==> src/rtl/board_clear_sequencer.sv <==
// board_clear_sequencer
//   Consumes the confirmed erase/restart command levels from the TicTacToe
//   menu logic. Erase writes EMPTY_CODE into every board cell and resets the
//   turn. Restart does the same and also clears both player scores. The
//   board RAM is written one cell per cycle. Player moves are locked out
//   while a sequence runs. A one-cycle done pulse marks the end.
//
// Ports
//   clk              system clock, rising edge
//   rst_n            asynchronous active-low reset
//   erase_req        erase command level (rising edge starts an erase)
//   restart_req      restart command level (rising edge starts a restart)
//   cell_we          board RAM write enable
//   cell_addr        board RAM write address (holds when cell_we=0)
//   cell_wdata       board RAM write data, constant EMPTY_CODE
//   score_clr        one-cycle pulse clearing both score counters
//   turn_rst         one-cycle pulse returning the turn to player X
//   game_lock        high while a sequence is in progress
//   done             one-cycle completion pulse
//   last_was_restart mode of the most recently completed sequence
module board_clear_sequencer #(
  parameter int CELLS      = 9,
  parameter int ADDR_W     = 4,
  parameter int CELL_W     = 2,
  parameter int EMPTY_CODE = 0
) (
  input  logic              clk,
  input  logic              rst_n,
  input  logic              erase_req,
  input  logic              restart_req,
  output logic              cell_we,
  output logic [ADDR_W-1:0] cell_addr,
  output logic [CELL_W-1:0] cell_wdata,
  output logic              score_clr,
  output logic              turn_rst,
  output logic              game_lock,
  output logic              done,
  output logic              last_was_restart
);

  typedef enum logic [1:0] {IDLE, CLEAR, SCORE, FINISH} state_t;

  localparam logic [ADDR_W-1:0] LAST_ADDR = ADDR_W'(CELLS - 1);

  state_t            state_q, state_d;
  logic [ADDR_W-1:0] cnt_q, cnt_d;
  logic              mode_q, mode_d;  // 1 = restart, 0 = erase
  logic              erase_prev_q, restart_prev_q;
  logic              rise_e, rise_r;

  logic              cell_we_q;
  logic [ADDR_W-1:0] cell_addr_q;
  logic              score_clr_q, turn_rst_q, game_lock_q, done_q, last_q;

  assign rise_e = erase_req & ~erase_prev_q;
  assign rise_r = restart_req & ~restart_prev_q;

  always_comb begin
    state_d = state_q;
    cnt_d   = cnt_q;
    mode_d  = mode_q;
    case (state_q)
      IDLE: begin
        // Restart has priority over a simultaneous erase.
        if (rise_r) begin
          state_d = CLEAR;
          cnt_d   = '0;
          mode_d  = 1'b1;
        end else if (rise_e) begin
          state_d = CLEAR;
          cnt_d   = '0;
          mode_d  = 1'b0;
        end
      end
      CLEAR: begin
        // A restart arriving mid-sweep upgrades an erase; the sweep carries
        // on and the score clear is appended. The upgrade also counts on
        // the final write cycle, so the branch below uses mode_d.
        if (rise_r) mode_d = 1'b1;
        if (cnt_q == LAST_ADDR) begin
          state_d = mode_d ? SCORE : FINISH;
        end else begin
          cnt_d = cnt_q + ADDR_W'(1);
        end
      end
      SCORE:   state_d = FINISH;
      FINISH:  state_d = IDLE;
      default: state_d = IDLE;
    endcase
  end

  // Outputs are registered from the next-state decode so that they line up
  // with the registered state they describe.
  always_ff @(posedge clk or negedge rst_n) begin
    if (!rst_n) begin
      state_q        <= IDLE;
      cnt_q          <= '0;
      mode_q         <= 1'b0;
      erase_prev_q   <= 1'b0;
      restart_prev_q <= 1'b0;
      cell_we_q      <= 1'b0;
      cell_addr_q    <= '0;
      score_clr_q    <= 1'b0;
      turn_rst_q     <= 1'b0;
      game_lock_q    <= 1'b0;
      done_q         <= 1'b0;
      last_q         <= 1'b0;
    end else begin
      state_q        <= state_d;
      cnt_q          <= cnt_d;
      mode_q         <= mode_d;
      erase_prev_q   <= erase_req;
      restart_prev_q <= restart_req;
      cell_we_q      <= (state_d == CLEAR);
      if (state_d == CLEAR) cell_addr_q <= cnt_d;
      score_clr_q    <= (state_d == SCORE);
      turn_rst_q     <= (state_d == FINISH);
      done_q         <= (state_d == FINISH);
      game_lock_q    <= (state_d != IDLE);
      // Mode is frozen by the time FINISH is reached; publish it afterwards.
      if (state_q == FINISH) last_q <= mode_q;
    end
  end

  assign cell_we          = cell_we_q;
  assign cell_addr        = cell_addr_q;
  assign cell_wdata       = CELL_W'(EMPTY_CODE);
  assign score_clr        = score_clr_q;
  assign turn_rst         = turn_rst_q;
  assign game_lock        = game_lock_q;
  assign done             = done_q;
  assign last_was_restart = last_q;

endmodule

==> config.mk <==
export PLATFORM = sky130hd
export DESIGN_NAME = board_clear_sequencer
export DESIGN_NICKNAME = d
export VERILOG_FILES = /design/src/rtl/board_clear_sequencer.sv
export SDC_FILE = /design/constraint.sdc
export NUM_CORES = 1
export LEC_CHECK = 0
export ABC_AREA = 1
export ABC_CLOCK_PERIOD_IN_PS = 1200
export CAP_MARGIN = 20
export CORE_AREA = 2 2 45 51
export DETAILED_ROUTE_END_ITERATION = 8
export DIE_AREA = 0 0 47 53
export PLACE_DENSITY = 0.71
export SETUP_SLACK_MARGIN = 0.2
export SLEW_MARGIN = 20
export SYNTH_ARGS = -nofsm -noshare
export SYNTH_HDL_FRONTEND = slang
export SYNTH_SLANG_ARGS = --single-unit
==> constraint.sdc <==
create_clock -name clk -period 1.2 [get_ports clk]
set_input_delay 0.24 -clock clk [delete_from_list [all_inputs] [get_ports clk]]
set_output_delay 0.24 -clock clk [all_outputs]
set_load 0.005 [all_outputs]
---- Word-level counts from Yosys, hierarchy flattened ----
Cells that the tools add are included.
word-level totals
  memory bits (writable) .................. 0
  word-level logic and storage cells ...... 42
  bits in read-only memories .............. 0
  memories ................................ 0
  bits in latches ......................... 0
  output and inout port bits .............. 12
  bits of input ports ..................... 4
  register bits ........................... 18
cells by class
  multipliers ............................. 0
  div/mod/pow operators ................... 0
  magnitude comparators ................... 0
  reduce and logical (&&, ||, !) cells .... 4
  $add $sub $neg .......................... 1
  equality and inequality tests ........... 8
  muxes and demuxes ....................... 14
  shift-type cells ........................ 0
  bitwise gates (word level) .............. 4
operator list
  operator                                             count
  2-to-1 mux 4 bit                                     3
  equality test 2 bit, second input constant           4
  one-hot mux 2 bit (4 select lines)                   1
  one-hot mux 4 bit (2 select lines)                   1
  2-to-1 mux 2 bit                                     3
  2-to-1 mux 1 bit                                     5
  adder 4 x 1 -> 4 bit, second input constant          1
  equality test 2 x 1 -> 1 bit, second input constant  2
  equality test 4 bit, second input constant           1
  nonzero test 2 bit                                   2
  inequality test 3 bit, second input constant         1
  bitwise AND 1 bit                                    2
  logical NOT 2 bit                                    1
  NOT 1 bit                                            2
  one-hot mux 1 bit (2 select lines)                   1
  AND reduction 2 bit                                  1

---- Longest topological paths before layout ----
  depth in word-level cells ............... 8
  gate-level depth with buffers ........... 8
  gate-level depth less buffers ........... 8

---- Least setup slack after synthesis ----
OpenSTA, ideal clock, no wires.
  path kind ............................... register -> register
  from .................................... register cnt_q[0]
  to ...................................... register game_lock_q (netlist: game_lock)
  slack ................................... -10 ps
  required time ........................... 1,078 ps
  clock period less this slack ............ 1,210 ps
  setup time .............................. 122 ps
  arrival time ............................ 1,088 ps
  cell stages (with the launch flop) ...... 8
  path buffers ............................ 0
  cells stage by stage .................... dfrtp_1 -> inv_1 -> ha_1 -> nand2_1 -> o21ai_2 -> nand2_4 -> nor2_4 -> nand2_1
on the way
  longest elaborated chain between the ends .. 4
ends and longest elaborated chain
  what                                line  RTL
  start: declaration                  46    logic [ADDR_W-1:0] cnt_q, cnt_d;
  start signal: assignment            110   cnt_q <= cnt_d;
  equality test 4 bit                 80    if (cnt_q == LAST_ADDR) begin
  2-to-1 mux 2 bit                    80
  one-hot mux 2 bit (4 select lines)  62    case (state_q)
  nonzero test 2 bit                  119   game_lock_q <= (state_d != IDLE);
  end signal: assignment              119
  end: declaration                    53    logic score_clr_q, turn_rst_q, game_lock_q, done_q, last_q;
Every way passes these cells.
A chain may end at the register's enable or synchronous reset.

---- Worst setup path after layout ----
  from .................................... register cnt_q[1]
  to ...................................... register done_q (netlist: done)
on the way
  longest elaborated chain between the ends .. 4
ends and longest elaborated chain
  what                                line  RTL
  equality test 4 bit                 80
  2-to-1 mux 2 bit                    80
  one-hot mux 2 bit (4 select lines)  62
  equality test 2 bit                 118   done_q <= (state_d == FINISH);
  end signal: assignment              118
  end: declaration                    53
Every way passes these cells.

==> impl_metrics.yaml <==
run_status:
  status: "complete, but fails checks"
  violations: "negative setup slack"
job:
  drv.max_cap_violation_count: 0
sta:
  finClkSkew_ps: 8.44
  hold_viol_final: 0
  slew_violations: 0
  max_freq_mhz: 818
  timing.final.ws_setup_ps: -22.7
  setup_viol_count_final: 6
  post-route-period-util: 1.02
  rsz0062_at_grt: "true"
  fin_setup_tns_ps: -71.2
  min_period_ps: 1220
setup_path:
  cp-end-kind: "flip-flop"
  worstPathArrival_ps: 1410
  startpoint_type: "flip-flop"
  worstPathRequired_ps: 1380
  slowest_delay_ps: 400
  crit_buf_inv: 1
  cp_common_cell: "nand2_4"
  critPathSlowestCell: "dfrtp_1"
  r2r-start: "cnt_q[1]$_DFF_PN0_"
  worstPathCellList: "inv_2 > ha_4 > nand2_4 > o21ai_4 > nand2_4 > nor2_4 > nor2_1"
  cp-startpoint: "cnt_q[1]$_DFF_PN0_"
  cp_top_family: "flip-flops"
  cp_max_fo: 7
  crit_type: "flip-flop to flip-flop"
clock_network:
  htreeDepth: 1
  cts.clk_slew.worst_paths_ps: 100
  cts.path.max_buffers: 2
  ctsHoldBuffers: 0
  clockRootBuffer: "clkbuf_4"
  insertion_delay_ps: 300
  cts_made_buffers: 3
  cts_sinks: 18
  cts_tree: "yes"
routing:
  ant_nets: 0
  vias: 615
  routed_wl_um: 1490
  first_iter_violations: 3
  dr.pass1.iters: 3
  route.detailed.drc: 0
  wl_per_cell_um: 10.7
  vias_per_cell: 4.42
power_and_ir_drop:
  power_per_cell_area_nw_per_um2: 2560
  p_leak_nw: 0.575
  totalPowerFinal_w: 0.00261
  peakVddDrop_mv: 1.08
global_routing:
  grt_pass1_vias: 618
  overflow: 0
  grt_pass1_wl_um: 2440
  antenna_found_initial: 0
  grt_max_degree: 19
  grt_usage: 0.143
synthesis:
  synth_cell_type_count: 21
  syn_area_um2: 818
  yosysTopAreaCell: "dfrtp_1"
  ys_dominant_reg_cell: "dfrtp_1"
  synthCells: 91
  yosys.area.top_type_share: 0.550
  ys_warn_count: 0
  synthTopCellsByCount: "nand2_1 (23), dfrtp_1 (18), inv_1 (14), nor2_1 (7), nand3_1 (4)"
  synth_edf_count: 0
  syn_avg_cell_area_um2: 8.99
  yosysMostFrequentCell: "nand2_1"
  synthTopCellsByArea: "dfrtp_1 (55%), nand2_1 (11%), inv_1 (6.4%)"
  ys_ff_latch: 18
  yosysSeqAreaShare: 0.550
  ys_async_sr_fraction: 1.00
die:
  coreArea_um2: 1960
  fp.dieH_um: 53
  dieArea_um2: 2490
  die_w_um: 47
  rows: 17
  start_util: 0.418
  num_io_pins: 16
layout:
  nets: 118
  insertedDiodeCount: 0
  area_delta_synth_final_pct: 24.6
  drive_gt1_frac: 0.315
  final_util: 0.521
min_path:
  worst_hold_path_type: "input pin to async pin"
place:
  dp_hpwl_um: 1040
  portBuffers: 13
  gp_congestion: 0.857
flip-flops by register name (all words and copies together) (netlist names):
signal and count:
restart_prev_q 1, game_lock 1, state_q 2, last_was_restart 1
done 1, cell_addr 4, cnt_q 4, cell_we 1
erase_prev_q 1, score_clr 1, mode_q 1
power breakdown:
part / switching [W] / total [W] / internal [W]
clock network: 0.000185 / 0.000370 / 0.000185
registers: 0.000162 / 0.00100 / 0.000838
logic: 0.000709 / 0.00124 / 0.000533
total: 0.00106 / 0.00261 / 0.00156
cells in the final DEF, fill, tap and decap left out:
master           count
nor2_4               2
nand3_2              1
nand2_2              1
nor2_2               1
o21ai_0              3
clkbuf_8             1
o22ai_1              1
a21oi_1              2
nand3_1              3
buf_4                6
ha_4                 1
conb_1               2
dfrtp_1             18
inv_1               12
a31oi_1              1
nand4_1              1
o21ai_4              1
inv_2                5
a21oi_2              1
o211ai_1             1
clkbuf_4             3
nor2_1               6
clkdlybuf4s50_1      3
nand2_1             22
ha_1                 1
nand2_4              2
buf_2               10
cell type report:
class	count	area [um2]
repair buffers	19	125
flip-flops and latches	18	450
fillers	194	937
clock buffers	4	36.3
multi-input cells	53	309
inverters	17	63.8
well taps	28	35.0
worst register-to-register path: stages, from the launching register on:
cell and delay [ps]:
dfrtp_1 400, inv_2 70, ha_4 140, nand2_4 50
o21ai_4 160, nand2_4 100, nor2_4 130, nor2_1 50
logic make-up after synthesis:
| kind of cell | after synthesis | share of synthesized area |
|---|---|---|
| other | 1 | 0.00458 |
| AOI/OAI and AO/OA | 10 | 0.0765 |
| buffers and inverters | 21 | 0.119 |
| adders and majority gates | 2 | 0.0306 |
| and+or+nand+nor | 39 | 0.219 |
| DFF | 18 | 0.550 |
path summary, 6_finish.rpt:
check	endpoint	slack [ps]	cells after the start
setup / recovery	done$_DFF_PN0_	-20	7
hold / removal	mode_q$_DFFE_PN0P_	250	2
setup reg to reg	done$_DFF_PN0_	-20	7
hold reg to reg	cell_addr[3]$_DFFE_PN0N_	480	2
max in group asynchronous	cnt_q[3]$_DFF_PN0_	750	2
min in group clk	erase_prev_q$_DFF_PN0_	400	1
per-layer routing:
metal / share of wire / track usage / routed length, um
met5: 0 / 0 / 0
met4: 0.023 / 0.0694 / 34
met3: 0.040 / 0.0444 / 60
met2: 0.50 / 0.247 / 751
met1: 0.43 / 0.153 / 642
metrics by stage:
stage	cells	hold WS, ps	setup slack [ps]	instance area [um2]
2_1_floorplan	92	-55.6	-9.95	822
3_3_place_gp	134	465	-174	991
3_5_place_dp	134	473	-202	991
4_1_cts	139	251	-25.3	1010
5_1_grt	139	249	-114	1020
6_report	139	250	-22.7	1020
timing repair:
| item | 4_1_cts | 5_1_grt |
|---|---|---|
| pin swaps | 5 | 3 |
| buffers inserted | 1 | 0 |
| gates resized for setup | 47 | 2 |
| endpoints found under the setup margin | 25 | 25 |
(Power assumes the default switching activity.)
